File: src/rtl/hazard_pkg.sv
// Shared types for the RAW-hazard scoreboard: entry layout, the register-file forwarding code,
// and the producer-availability helper.
package hazard_pkg;

    localparam int RA_W_MAX = 8;
    localparam int AVAIL_W  = 4;
    localparam int FWD_RF   = 0;

    // Register addresses are zero-extended to RA_W_MAX so one entry type serves every RA_W.
    typedef struct packed {
        logic                valid;
        logic [RA_W_MAX-1:0] rd;
        logic                we;
        logic [AVAIL_W-1:0]  avail;
    } sb_entry_t;

    // Stage index (1 = M) from which a producer's result can be forwarded.
    function automatic logic [AVAIL_W-1:0] calc_avail(input logic is_load, input int load_lat);
        calc_avail = is_load ? AVAIL_W'(1 + load_lat) : AVAIL_W'(1);
    endfunction

endpackage

File: src/rtl/fwd_prio_match.sv
// Youngest-producer search for one source register: the lowest-index matching entry wins,
// and x0 never matches.
module fwd_prio_match
    import hazard_pkg::*;
#(
    parameter int NENT = 2,
    parameter int IW   = 1
) (
    input  logic [RA_W_MAX-1:0]  src_i,
    input  logic                 used_i,
    input  sb_entry_t [NENT-1:0] ent_i,
    output logic                 hit_o,
    output logic [IW-1:0]        idx_o
);

    always_comb begin
        hit_o = 1'b0;
        idx_o = '0;
        for (int k = NENT - 1; k >= 0; k--) begin
            if (used_i && ent_i[k].valid && ent_i[k].we &&
                (ent_i[k].rd != '0) && (ent_i[k].rd == src_i)) begin
                hit_o = 1'b1;
                idx_o = IW'(k);
            end
        end
    end

endmodule

File: src/rtl/riscv_fwd_scoreboard.sv
// RAW-hazard unit: tracks in-flight destinations from E to the last write-back stage and drives
// forwarding selects, F/D stalls and E bubbles. Define HAZARD_FWD_EN to enable forwarding.
module riscv_fwd_scoreboard
    import hazard_pkg::*;
#(
    parameter int NSRC     = 2,
    parameter int NSTAGES  = 2,
    parameter int LOAD_LAT = 1,
    parameter int RA_W     = 5,
    parameter int FW       = $clog2(NSTAGES + 1)
) (
    input  logic                 clk,
    input  logic                 rst,
    input  logic                 d_valid,
    input  logic [NSRC*RA_W-1:0] d_rs,
    input  logic [NSRC-1:0]      d_rs_used,
    input  logic [RA_W-1:0]      d_rd,
    input  logic                 d_reg_we,
    input  logic                 d_is_load,
    input  logic                 flush_d,
    input  logic                 hold,
    output logic                 stall_fd,
    output logic                 bubble_e,
    output logic [NSRC*FW-1:0]   fwd_sel
);

    sb_entry_t [NSTAGES:0] sb_q;
    sb_entry_t             e0_d;
    logic [AVAIL_W-1:0]    avail_ld;
    logic [NSRC-1:0]       st_hit;
    logic [NSRC*FW-1:0]    st_idx;
    logic [NSRC-1:0]       src_stall;
    logic                  stall_cond;

    always_comb begin
        avail_ld   = calc_avail(d_is_load, LOAD_LAT);
        e0_d       = '0;
        e0_d.valid = d_valid;
        e0_d.rd    = RA_W_MAX'(d_rd);
        e0_d.we    = d_reg_we;
`ifdef HAZARD_FWD_EN
        e0_d.avail = avail_ld;
`else
        // Without forwarding every producer is waited on until it retires.
        e0_d.avail = (avail_ld > AVAIL_W'(NSTAGES + 1)) ? avail_ld : AVAIL_W'(NSTAGES + 1);
`endif
    end

    for (genvar i = 0; i < NSRC; i++) begin : g_stall
        fwd_prio_match #(.NENT(NSTAGES), .IW(FW)) u_match (
            .src_i (RA_W_MAX'(d_rs[i*RA_W +: RA_W])),
            .used_i(d_rs_used[i] & d_valid),
            .ent_i (sb_q[NSTAGES-1:0]),
            .hit_o (st_hit[i]),
            .idx_o (st_idx[i*FW +: FW])
        );
    end

    // Only the youngest producer decides; an older one behind it is shadowed.
    always_comb begin
        src_stall = '0;
        for (int i = 0; i < NSRC; i++) begin
            if (st_hit[i] && ((int'(st_idx[i*FW +: FW]) + 1) <
                              int'(sb_q[st_idx[i*FW +: FW]].avail))) begin
                src_stall[i] = 1'b1;
            end
        end
    end

    assign stall_cond = |src_stall;
    assign stall_fd   = hold | (~flush_d & stall_cond);
    assign bubble_e   = ~hold & (flush_d | stall_cond);

    always_ff @(posedge clk) begin
        if (rst) begin
            sb_q <= '0;
        end else if (!hold) begin
            for (int k = 0; k < NSTAGES; k++) begin
                sb_q[k+1] <= sb_q[k];
            end
            sb_q[0] <= bubble_e ? sb_entry_t'('0) : e0_d;
        end
    end

`ifdef HAZARD_FWD_EN
    logic [NSRC*RA_W-1:0] e0_rs_q;
    logic [NSRC-1:0]      e0_used_q;

    always_ff @(posedge clk) begin
        if (rst) begin
            e0_rs_q   <= '0;
            e0_used_q <= '0;
        end else if (!hold) begin
            e0_rs_q   <= d_rs;
            e0_used_q <= bubble_e ? '0 : (d_rs_used & {NSRC{d_valid}});
        end
    end

    for (genvar i = 0; i < NSRC; i++) begin : g_fwd
        logic          hit;
        logic [FW-1:0] idx;

        fwd_prio_match #(.NENT(NSTAGES), .IW(FW)) u_match (
            .src_i (RA_W_MAX'(e0_rs_q[i*RA_W +: RA_W])),
            .used_i(e0_used_q[i] & sb_q[0].valid),
            .ent_i (sb_q[NSTAGES:1]),
            .hit_o (hit),
            .idx_o (idx)
        );

        assign fwd_sel[i*FW +: FW] = hit ? (idx + FW'(1)) : FW'(FWD_RF);
    end
`else
    assign fwd_sel = '0;
`endif

endmodule

File: config.mk
export PLATFORM = sky130hd
export DESIGN_NAME = riscv_fwd_scoreboard
export DESIGN_NICKNAME = d
export VERILOG_FILES = /design/src/rtl/hazard_pkg.sv /design/src/rtl/fwd_prio_match.sv /design/src/rtl/riscv_fwd_scoreboard.sv
export SDC_FILE = /design/constraint.sdc
export NUM_CORES = 1
export LEC_CHECK = 0
export BUFFER_PORTS_ARGS = -buffer_cell sky130_fd_sc_hd__buf_2
export CORE_ASPECT_RATIO = 1.25
export CORE_MARGIN = 4
export CORE_UTILIZATION = 49
export CTS_CLUSTER_DIAMETER = 30
export DETAILED_ROUTE_END_ITERATION = 8
export PLACE_DENSITY = 0.87
export SLEW_MARGIN = 20
export SYNTH_ARGS = -nofsm -noshare
export SYNTH_HDL_FRONTEND = slang
export SYNTH_SLANG_ARGS = --single-unit
File: constraint.sdc
create_clock -name clk -period 2.6 [get_ports clk]
set_input_delay 0.13 -clock clk [delete_from_list [all_inputs] [get_ports clk]]
set_output_delay 0.13 -clock clk [all_outputs]
set_load 0.02 [all_outputs]
==> flow_results.org, run 1 <==
** Cells and area
- Of the cells placed in the final design, the portion with a size suffix greater than 1 is 0.2960.
- From synthesis to final layout, the design area changed by 15.91%.
- The largest registers in the layout are sb_q (16).
- Most frequent standard cell in the layout excluding fill and tap cells :: buf_2
- The number of antenna diodes in the final layout is 0.
- Number of fillers in the final layout :: 164
- Flip-flop count of the largest register, all copies and words added :: 16
- Register with the highest flop count :: sb_q
- At the end of the flow, the number of nets in the layout was 150.
- In the layout the commonest cells are 24 x buf_2, 16 x dfxtp_1, 14 x xnor2_1.

** Clock network
- Master cell of the clock root buffer :: clkbuf_4
- Once the clock tree was built, the resizer swapped 0 gates to a different size.
- Clock tree from TritonCTS :: built
- Clock Sinks :: 16
- Source-to-sink clock delay at the later pin of the worst-skew pair :: 0.29 ns
- The number of clock buffers added by TritonCTS is 3.
- The longest clock path from root to sink contains 2 buffers.
- After clock tree synthesis, the flow added hold-fix buffers numbering 0.
- Clock-pin transition on the worst setup and hold timing paths :: 0.09 ns
- CTS built an H-tree with a depth of 1.
- The number of setup buffers added after CTS is 0.

** STA
- Tcrit/Tclk final :: 0.9360
- Setup violations remaining at the end of the flow were counted as 0.
- Min setup slack post-route :: 0.1665 ns
- Setup repair after global routing left no endpoint under its margin.
- Counting I/O delays and the setup requirement, the final critical path takes 2.433 ns.
- Final Hold Slack :: 0.04761 ns
- Post-route setup TNS :: 0 ns
- Across the routed clock network, the largest skew measured is 0.004795 ns.
- Max-slew violation count :: 0
- Derived from the worst setup path, the maximum achievable clock frequency is 0.4109 GHz.
- Hold violation total from the final report :: 0

** Worst setup path
- Among cell families on the critical path, the largest total delay comes from simple AND/OR/NAND/NOR gates.
- In this run the worst path has a maximum fanout of 4.
- The endpoint identified for the worst register-to-register timing path is sb_q[13]$_SDFFE_PP0N_.
- On the critical path, the stage with the largest delay is an instance of or4_1.
- Sequence of cells on the critical path :: or4_1, o2111ai_2, nor3_2, a21oi_2, o21a_1, or2_1, nor2_1, buf_2
- The worst register-to-register path has a depth of 7.
- Slowest cell delay on critical path :: 0.56 ns
- CP endpoint kind :: output pin
- Worst path bufs/invs :: 1
- In this run the critical register-to-register path is launched from sb_q[20]$_SDFFE_PP0N_.
- Category of the critical setup timing path :: reg -> out
- STA classifies the critical path startpoint as a register.
- Data arrives at the worst endpoint at 2.30 ns.
- Data required, critical path :: 2.47 ns
- The worst register-to-register path has a setup slack of 0.57 ns.

** Global routing
- In the global route stage, overall resource usage came out at 0.1680.
- The first global-routing pass estimated 3.367 mm of wire.
- The number of antenna violations at the first check in global routing is 0.
- Pin count of the biggest net entering global routing :: 15
- Global routing finished with a remaining overflow of 0.
- The via count of the first global-routing pass is 782.

** Routing
- Average vias per placed instance :: 5.465
- The first detailed-routing pass ran for 4 iterations.
- The final layout contains routed wiring with a total length of 1.995 mm.
- Number of remaining DRC errors :: 0
- Routed vias :: 787
- In the final routed layout, each cell accounts on average for 13.85 um.
- Number of DRC markers after the initial detailed-route iteration :: 9
- Number of antenna-violating nets in the routed design :: 0

** Yosys
- Counting every instance in the synthesized netlist gives 101.
- The synthesized netlist occupies a cell area of 967.2 um2.
- Netlist cell types :: 29
- Sequential element share of the synthesized area :: 0.3312
- Mean instance size in the synthesized netlist :: 9.576 um2
- Yosys printed 0 warnings.
- Number of register bits inferred by synthesis :: 16

** Power
- Worst voltage drop across the vdd grid :: 0.2627 mV
- Static leakage :: 0.4783 nW
- For this design the ratio of total power to cell area is 456.8 mW/mm2.
- Total power for the finished layout comes to 0.0005121 W.

** Floorplanning
- Overall die height :: 57.67 um
- Starting density of the core :: 0.5287
- Std-Cell Core Area :: 0.001829 mm2
- 30 I/O pins were placed.
- Die Span X :: 47.74 um
- Std cell rows :: 17
- Area of the die :: 0.002753 mm2

** Flow run
- Max capacitance violation total :: 0

** Min path
- The path with the worst hold slack has its endpoint at sb_q[5]$_SDFFE_PP0N_.
- The min-delay analysis places its worst path in the category in -> reg.
- Number of cells on the worst hold path :: 2
- Beginning of the worst hold path :: d_rd[0]

** Placed design
- Setup slack at placement :: 0.4527 ns
- Port bufs :: 24
- The congestion estimate from routability-driven global placement came to 0.7752.
- Summed over all nets, the half-perimeter wirelength after detailed placement is 1.662 mm.

** Outcome
- Run status :: completed
-- cell type report --
type	instances	area, um2	share of cell area
multi-input cells	79	609.3	0.5435
repair buffers	25	127.6	0.1138
flip-flops and latches	16	320.3	0.2857
well taps	19	23.77	0.02121
inverters	1	3.754	0.003348
clock buffers	4	36.28	0.03237
-- synthesized netlist by cell type --
master | number | area share
a21o_1 | 1 | 0.0078
a21oi_1 | 1 | 0.0052
a21oi_2 | 2 | 0.018
a22o_1 | 7 | 0.063
buf_4 | 4 | 0.031
clkbuf_1 | 4 | 0.016
conb_1 | 1 | 0.0039
dfxtp_1 | 16 | 0.33
inv_1 | 1 | 0.0039
mux2i_1 | 8 | 0.083
nand2_1 | 1 | 0.0039
nand3_1 | 1 | 0.0052
nand4_1 | 4 | 0.026
nor2_1 | 13 | 0.050
nor2b_1 | 1 | 0.0065
nor3_1 | 2 | 0.010
nor3_2 | 1 | 0.010
nor4_1 | 1 | 0.0065
nor4_4 | 2 | 0.044
o2111ai_2 | 1 | 0.016
o211ai_1 | 1 | 0.0078
o21a_1 | 2 | 0.016
o21a_4 | 1 | 0.016
o21ai_0 | 1 | 0.0052
or2_1 | 1 | 0.0065
or3_4 | 1 | 0.012
or4_1 | 2 | 0.016
xnor2_1 | 14 | 0.13
xor2_1 | 6 | 0.054
-- where the power goes --
part | internal, W | switching (W)
sequential | 0.000253 | 0.0000105
clock | 0.0000854 | 0.0000756
combinational | 0.0000427 | 0.0000447
-- per-stage QoR --
step,utilization,area [um2],instances
floorplan,-,978.4,104
global placement,0.5889,1077,139
detailed placement,0.5889,1077,139
CTS,0.6088,1114,143
global route,0.6129,1121,144
finish,0.6129,1121,144
-- worst register-to-register path: stages, from the launching register on --
cell and delay (ns):
dfxtp_1 0.36, or4_1 0.56, o2111ai_2 0.28, nor3_2 0.14, a21oi_2 0.17, o21a_1 0.16
o21a_4 0.17, a22o_1 0.14
-- kinds of logic after synthesis --
| group | after synthesis | share of synthesized area |
|---|---|---|
| simple gates | 30 | 0.1966 |
| mux | 8 | 0.08280 |
| compound gates | 17 | 0.1539 |
| xor+xnor | 20 | 0.1811 |
| flops | 16 | 0.3312 |
| other cells | 1 | 0.003877 |
| buf+inv | 9 | 0.05045 |
-- routing by layer --
metal  vias up  wire [um]  GRT usage
li1        401          -          -
met5         -          0          0
met1       363        817     0.1969
met4         0         34    0.09615
met2        18       1045     0.2779
met3         5         99    0.02174
-- how the worst max path moves through the flow --
stage	from	to	slack, ns	depth (start not counted)
finish	sb_q[20]$_SDFFE_PP0N_	bubble_e	0.17	8
global route	sb_q[20]$_SDFFE_PP0N_	bubble_e	0.02	7
CTS	sb_q[9]$_SDFFE_PP0N_	bubble_e	0.12	7
detailed placement	sb_q[9]$_SDFFE_PP0N_	bubble_e	0.45	7
global placement	sb_q[9]$_SDFFE_PP0N_	bubble_e	0.50	7
floorplan	sb_q[7]$_SDFFE_PP0N_	bubble_e	0.66	7
No activity file was read; power rests on OpenSTA's default activity.
==> run 2, diff against run 1 <==
--- a/config.mk
+++ b/config.mk
@@ -6,6 +6,7 @@
 export NUM_CORES = 1
 export LEC_CHECK = 0
 export BUFFER_PORTS_ARGS = -buffer_cell sky130_fd_sc_hd__buf_2
+export CAP_MARGIN = 10
 export CORE_ASPECT_RATIO = 1.25
 export CORE_MARGIN = 4
 export CORE_UTILIZATION = 49
==> constraint.sdc (replaced) <==
create_clock -name clk -period 2.6 [get_ports clk]
set_input_delay 0.26 -clock clk [delete_from_list [all_inputs] [get_ports clk]]
set_output_delay 0.26 -clock clk [all_outputs]
set_load 0.02 [all_outputs]
==> flow_results.org, run 2 (same netlist as run 1, synthesis figures left out) <==
** Clock network
- Clock-pin transition on the worst setup and hold timing paths :: 0.09 ns
- For this design, the CTS-stage hold fixing added 0 buffers.
- The clock reaches the later pin of the worst-skew pair after 0.29 ns.
- Clock Sinks :: 16
- H-tree Lvls :: 1
- Clock Tree Buf Depth :: 2
- Total clock buffers created by CTS :: 3
- Clock tree from TritonCTS :: built
- Master cell of the clock root buffer :: clkbuf_4

** Worst setup path
- Crit Path Max Fanout :: 5
- Data required, critical path :: 2.34 ns
- Endpoint arrival time on the critical path :: 2.25 ns
- The critical path is of the reg -> out type.
- CP endpoint kind :: output pin
- STA classifies the critical path startpoint as a register.

** Floorplanning
- Std-Cell Core Area :: 0.001829 mm2
- Die Span X :: 47.74 um
- 30 I/O pins were placed.
- The floorplan has 17 rows.
- The floorplan step set the die height to 57.67 um.
- The die covers 0.002753 mm2.
- The initial utilization of the core area, before any placement, comes to 0.5287.

** Power
- Overall power consumption after layout is estimated at 0.0005169 W.
- Worst voltage drop across the vdd grid :: 0.3159 mV
- In this run the power density over the cells is 445.2 mW/mm2.
- For this design the static power due to leakage is 0.5029 nW.

** Cells and area
- Relative to the synthesized area, the layout overhead comes to 20.05%.
- Commonest cells after routing, fill and taps aside :: 24 x buf_2, 14 x xnor2_1, 13 x nor2_1, 13 x dfxtp_1, 8 x mux2i_1
- For this run, the post-layout net count is 152.
- Layout cells sized above 1 :: 0.3386
- The layout has 157 filler cells.
- Final cell utilization of the core :: 0.6347
- The number of antenna diodes in the final layout is 0.
- Counting flops per register, the top entry is sb_q.
- Most frequent standard cell in the layout excluding fill and tap cells :: buf_2
- Biggest regs :: sb_q (16)
- The register with the most flip-flops in the layout has 16 of them.

** Placed design
- Final HPWL from detailed placement :: 1.664 mm
- The congestion estimate from routability-driven global placement came to 0.7752.
- Input and output buffers added on the ports amount to 24.
- OpenSTA, run right after detailed placement, puts the worst setup slack at 0.3255 ns.

** STA
- Fmax achieved :: 0.3990 GHz
- Min Tclk post-route :: 2.506 ns
- Hold violation total from the final report :: 0
- Min setup slack post-route :: 0.09401 ns
- Final Hold Slack :: 0.1773 ns
- Setup violations remaining at the end of the flow were counted as 0.
- Final setup skew :: 0.003097 ns
- Post-route setup TNS :: 0 ns
- Tcrit/Tclk final :: 0.9638
- Max-slew violation count :: 0

** Global routing
- Initial antenna violation count :: 0
- Global-route wire length before repair :: 3.236 mm
- Pin count of the biggest net entering global routing :: 15
- The via count of the first global-routing pass is 756.
- The total overflow left after global routing is 0.
- Total routing usage reported by global routing :: 0.1620

** Routing
- Number of DRC markers after the initial detailed-route iteration :: 9
- Detailed routing placed a total of 1.061 mm of wire on met2.
- The first detailed-routing pass took 4 iterations.
- Number of antenna-violating nets in the routed design :: 0
- After detailed routing, the number of remaining DRC violations is 0.
- For this block, the routed nets add up to 2.086 mm of wire.
- In the final routing, the length of wire on met1 measures 857 um.
- Wire length per cell after detailed routing :: 14.29 um
- Routed vias :: 807
- Signal routing reaches up to met4.
- In the detailed route, the total length drawn on met3 is 114 um.
- Dividing the detail-routed via count by the number of cells gives 5.527.

** Min path
- Class of the tightest hold or removal check :: in -> reg

** Flow run
- Max capacitance violation total :: 0

** Outcome
- Run status :: completed
==> run 2: metal layers <==
metal | vias to the layer above | GRT usage
li1 | 404 | -
met1 | 372 | 0.1874
met5 | - | 0
met2 | 26 | 0.2722
met4 | 0 | 0.09231
met3 | 5 | 0.01863
==> run 2: what timing repair did <==
item / CTS / global route
buffers inserted: 1 / 2
pin swaps: 1 / 5
gates resized for setup: 0 / 6
endpoints found under the setup margin: 1 / 1
==> run 2: where the power goes <==
part	total [W]	switching [W]	internal, W
clock network	0.000161	0.0000758	0.0000855
logic	0.0000907	0.0000463	0.0000444
registers	0.000265	0.0000113	0.000254
total	0.000517	0.000133	0.000383
==> run 2: critical path: stages (launching register included) <==
cell,delay [ns]
dfxtp_2,0.36
or4_1,0.54
o211ai_1,0.19
buf_4,0.16
a21oi_2,0.05
nor4_4,0.29
or2_1,0.16
nor2_1,0.04
buf_2,0.17
==> run 2: stage by stage <==
stage / cells / area, um2
floorplan: 104 / 978.4
global placement: 139 / 1077
detailed placement: 139 / 1077
CTS: 144 / 1121
global route: 146 / 1161
finish: 146 / 1161
==> run 2: worst paths after layout <==
path,slack [ns],depth (start not counted),end,from
worst max register to register,0.46,8,sb_q[6]$_SDFFE_PP0N_,sb_q[5]$_SDFFE_PP0N_
worst min register to register,0.50,1,sb_q[13]$_SDFFE_PP0N_,sb_q[13]$_SDFFE_PP0N_
worst min-delay path,0.18,2,sb_q[7]$_SDFFE_PP0N_,d_rd[2]
worst max-delay path,0.09,8,bubble_e,sb_q[9]$_SDFFE_PP0N_
==> run 2: area by class of cell <==
class,count,area (um2),share of cell area
tap,19,23.77,0.02047
sequential,16,324.1,0.2791
clock buffer,4,36.28,0.03125
multi-input combinational,79,630.6,0.5431
inverter,1,3.754,0.003233
timing repair buffer,27,142.6,0.1228
==> run 3, diff against run 2 <==
--- a/config.mk
+++ b/config.mk
@@ -5,14 +5,15 @@
 export SDC_FILE = /design/constraint.sdc
 export NUM_CORES = 1
 export LEC_CHECK = 0
+export ABC_AREA = 1
 export BUFFER_PORTS_ARGS = -buffer_cell sky130_fd_sc_hd__buf_2
 export CAP_MARGIN = 10
 export CORE_ASPECT_RATIO = 1.25
 export CORE_MARGIN = 4
-export CORE_UTILIZATION = 49
+export CORE_UTILIZATION = 51
 export CTS_CLUSTER_DIAMETER = 30
 export DETAILED_ROUTE_END_ITERATION = 8
-export PLACE_DENSITY = 0.87
+export PLACE_DENSITY = 0.88
 export SLEW_MARGIN = 20
 export SYNTH_ARGS = -nofsm -noshare
 export SYNTH_HDL_FRONTEND = slang
==> flow_results.org, run 3 <==
** Routing
- In the routed design, unresolved DRC markers number 0.
- Met1 wire length :: 996 um
- Detailed routing inserted a total of 1082 vias.
- In this run the remaining antenna-violating nets after routing total 0.
- Summed over all nets, wire length on met2 after detailed routing comes to 1.119 mm.
- Average vias per placed instance :: 4.896
- The first detailed-routing pass took 4 iterations.
- The final layout contains routed wiring with a total length of 2.267 mm.
- In this run the top signal layer used is met4.
- Met3 wire length :: 94 um
- After detailed routing, the average wire length per cell comes to 10.26 um.
- Number of DRC markers after the initial detailed-route iteration :: 26

** Power
- Cell internal pwr :: 0.0003958 W
- Switching pwr :: 0.0001805 W
- Reg power frac :: 0.476
- Of the total power, combinational logic draws 0.226.
- Power spread over the standard cell area amounts to 462.4 mW/mm2.
- Of the total power, the share spent switching nets is 0.3131.
- Of the total power, the clock network draws 0.299.
- Static leakage :: 0.6449 nW
- Across the VDD grid, the largest voltage drop is 0.3758 mV.

** Yosys
- Of the total synthesized cell area, the portion taken by AND, OR, NAND and NOR gates is 0.3964.
- Measured against the total synthesized area, the mux share comes to 0.01782.
- The synthesized design spends more area on one cell type than any other, namely dfxtp_1.
- Of the total synthesized cell area, the portion taken by full adders, half adders and majority gates is 0.
- During synthesis, Yosys emitted a total of 0 warnings.
- For this run, the register share of the synthesized area comes to 0.2851.
- The cell area that synthesis handed to floorplanning was 0.001124 mm2.
- Ranking of synthesized cells by instance count :: 52 x nand2_1, 19 x inv_1, 16 x dfxtp_1, 16 x nor2_1, 14 x o21ai_0
- Main combinational cell family by area after synthesis :: simple AND/OR/NAND/NOR gates
- The fraction of the mapped netlist area in compound gates was 0.1091.
- Yosys instantiated no cell more often than nand2_1.
- The share of synthesized area in the top cell type comes to 0.2851.
- Prevailing post-synth register cell :: dfxtp_1
- Most area-consuming cells after synthesis :: dfxtp_1 29%, nand2_1 17%, nor2_2 7.2%
- A synthesized cell averages 6.348 um2.
- Post-synth ARST share :: 0
- Post-Synthesis Cells :: 177
- The synthesized design contains 16 register bits.
- In this run, distinct cell masters in the synthesized netlist total 25.
- Counting flops with a built-in enable in the synthesized netlist gives 0.
- Xor/xnor share of the synthesized area :: 0.03898

** Floorplanning
- In this run the horizontal extent of the chip is 49.98 um.
- The floorplan step defined a die boundary enclosing 0.003023 mm2.
- The initial utilization of the core area, before any placement, comes to 0.5543.
- After floorplanning, the core was divided into 18 placement rows.
- The core region is 0.002027 mm2.
- Top Ports :: 30
- The floorplan step set the die height to 60.48 um.

** STA
- The clock arrives with 0.003217 ns of skew.
- For this run, the top clock speed supported by timing is 0.5132 GHz.
- Of the available clock period, the critical path in the final layout requires 0.7495.
- Setup repair after global routing left no endpoint under its margin.
- Post-route setup TNS :: 0 ns
- Max-slew violation count :: 0
- Setup-violating endpoint count in the final report :: 0
- Hold violation total from the final report :: 0
- Setup slack on the critical path of the routed design comes to 0.6513 ns.
- The routed design could run at a clock period as short as 1.949 ns.

** Cells and area
- The number of antenna diodes in the final layout is 0.
- In the final design database the tool counted 226 nets.
- sb_q holds more flip-flops than any other register.
- Biggest regs :: sb_q (16)
- The library cells used most frequently in the layout, excluding fill and tap cells, are 52 x nand2_1, 24 x buf_2, 19 x inv_1.
- From synthesis to final layout, the design area changed by 10.91%.
- Flip-flop count of the largest register, all copies and words added :: 16
- Most frequent standard cell in the layout excluding fill and tap cells :: nand2_1
- In the final layout, the share of cells above drive strength 1 is 0.2687.

** Clock network
- H-tree Lvls :: 1
- Postcts setup bufs :: 0
- Counting along the longest clock path gives a buffer depth of 2.
- Total clock buffers created by CTS :: 3
- Clock-pin transition on the worst setup and hold timing paths :: 0.10 ns
- Source-to-sink clock delay at the later pin of the worst-skew pair :: 0.30 ns
- Master cell of the clock root buffer :: clkbuf_4
- Clock Sinks :: 16
- # hold bufs at CTS :: 0
- PostCTS Resize Cnt :: 0
- Clock tree from TritonCTS :: built

** Worst setup path
- Source of the critical timing path :: sb_q[8]$_SDFFE_PP0N_
- Worst path bufs/invs :: 3
- In this run the critical register-to-register path is launched from sb_q[8]$_SDFFE_PP0N_.
- Of all nets on the critical path, the largest fanout is 4.
- Data on the critical path arrives at its endpoint at 1.69 ns.
- Category of the critical setup timing path :: reg -> out
- For the worst setup path, the data required time is 2.34 ns.
- Highest-delay cell along the critical path :: dfxtp_1
- On the worst path, the slowest cell contributes a delay of 0.40 ns.
- On the critical path the largest part of the delay comes from simple AND/OR/NAND/NOR gates.
- Traced cell by cell, the critical path runs through inv_2, nand2_1, nand2_2, nor2_2, nand2_1, nor3_1, nor2_2, nand3_2, nand2_2, inv_1, buf_2.
- Kind of launch point of the worst setup path :: register
- CP endpoint kind :: output pin

** Min path
- Class of the tightest hold or removal check :: in -> reg
- Beginning of the worst hold path :: d_reg_we

** Global routing
- Across every metal layer, demand over resource in global routing totals 0.1616.
- Global-route wire length before repair :: 3.698 mm
- Summed over all layers, the global routing overflow is 0.
- Number of global-route vias before repair :: 908
- Pin count of the biggest net entering global routing :: 27
- Initial antenna violation count :: 0

** Placed design
- Routability Congestion :: 0.8725
- Final HPWL from detailed placement :: 1.791 mm
- Timing analysis after detailed placement gives a worst setup slack of 0.9620 ns.
- Port bufs :: 24

** Flow run
- Max capacitance violation total :: 0

** Outcome
- Run status :: completed
## run 3: changes by cell type after synthesis, moves of 7 or more
cell     before  now
a21oi_1       1    9
a22o_1        7    0
inv_1         1   19
nand2_1       1   52
nor2_2        0   13
o21ai_0       1   14
xnor2_1      14    3
## run 3: final timing paths
kind / to / slack (ns) / depth (start not counted)
hold / removal: sb_q[4]$_SDFFE_PP0N_ / 0.22 / 3
setup / recovery: bubble_e / 0.65 / 11
hold reg to reg: sb_q[18]$_SDFFE_PP0N_ / 0.48 / 2
setup reg to reg: sb_q[8]$_SDFFE_PP0N_ / 1.12 / 11
## run 3: routing by layer
metal	up-vias	GRT usage
met5	-	0
met4	0	0.09881
met3	8	0.03931
met2	22	0.2743
met1	467	0.1843
li1	585	-
## run 3: worst reg2reg max path: stages, from the launching register on
cell and delay [ns]:
dfxtp_1 0.40, inv_2 0.08, nand2_1 0.07, nand2_2 0.05, nor2_2 0.09, nand2_1 0.09
nor3_1 0.18, nor2_2 0.08, nand3_2 0.07, nand2_2 0.07, nand2_4 0.15, nor2_2 0.05
## run 3: cells by family (layout without fill, tap and decap cells)
family,count (synthesis),count (layout)
and+or+nand+nor,96,96
xor gates and xnor gates,5,5
muxes,2,2
buffers and inverters,33,54
AOI/OAI and AO/OA,24,24
DFF,16,16
other,1,4
## run 3: stage by stage
stage          instance area [um2]  power (W)  std cells  hold WS (ns)  utilization
6_report                      1246  0.0005763        221        0.2164       0.6148
5_1_grt                       1246  0.0006107        221        0.2388       0.6148
4_1_cts                       1246  0.0005782        221        0.2166       0.6148
3_5_place_dp                  1210  0.0004098        217        0.4562       0.5969
3_3_place_gp                  1210  0.0004075        217        0.4448       0.5969
2_1_floorplan                 1135  0.0003805        180        0.4343            -
## run 3: cell type report
type | instances | area, um2
Fill cell | 204 | 780.7
Timing Repair Buffer | 24 | 120.1
Inverter | 26 | 97.59
Tap cell | 20 | 25.02
Clock buffer | 4 | 36.28
Multi-Input combinational cell | 131 | 646.9
Sequential cell | 16 | 320.3
## run 3: power by group through the flow
stage / Clock [W] / Combinational [W] / Sequential, W
global placement: 0 / 0.000128 / 0.000279
global route: 0.000185 / 0.000149 / 0.000277
finish: 0.000172 / 0.000130 / 0.000274
CTS: 0.000173 / 0.000131 / 0.000274
detailed placement: 0 / 0.000130 / 0.000280
floorplan: 0 / 0.000104 / 0.000277
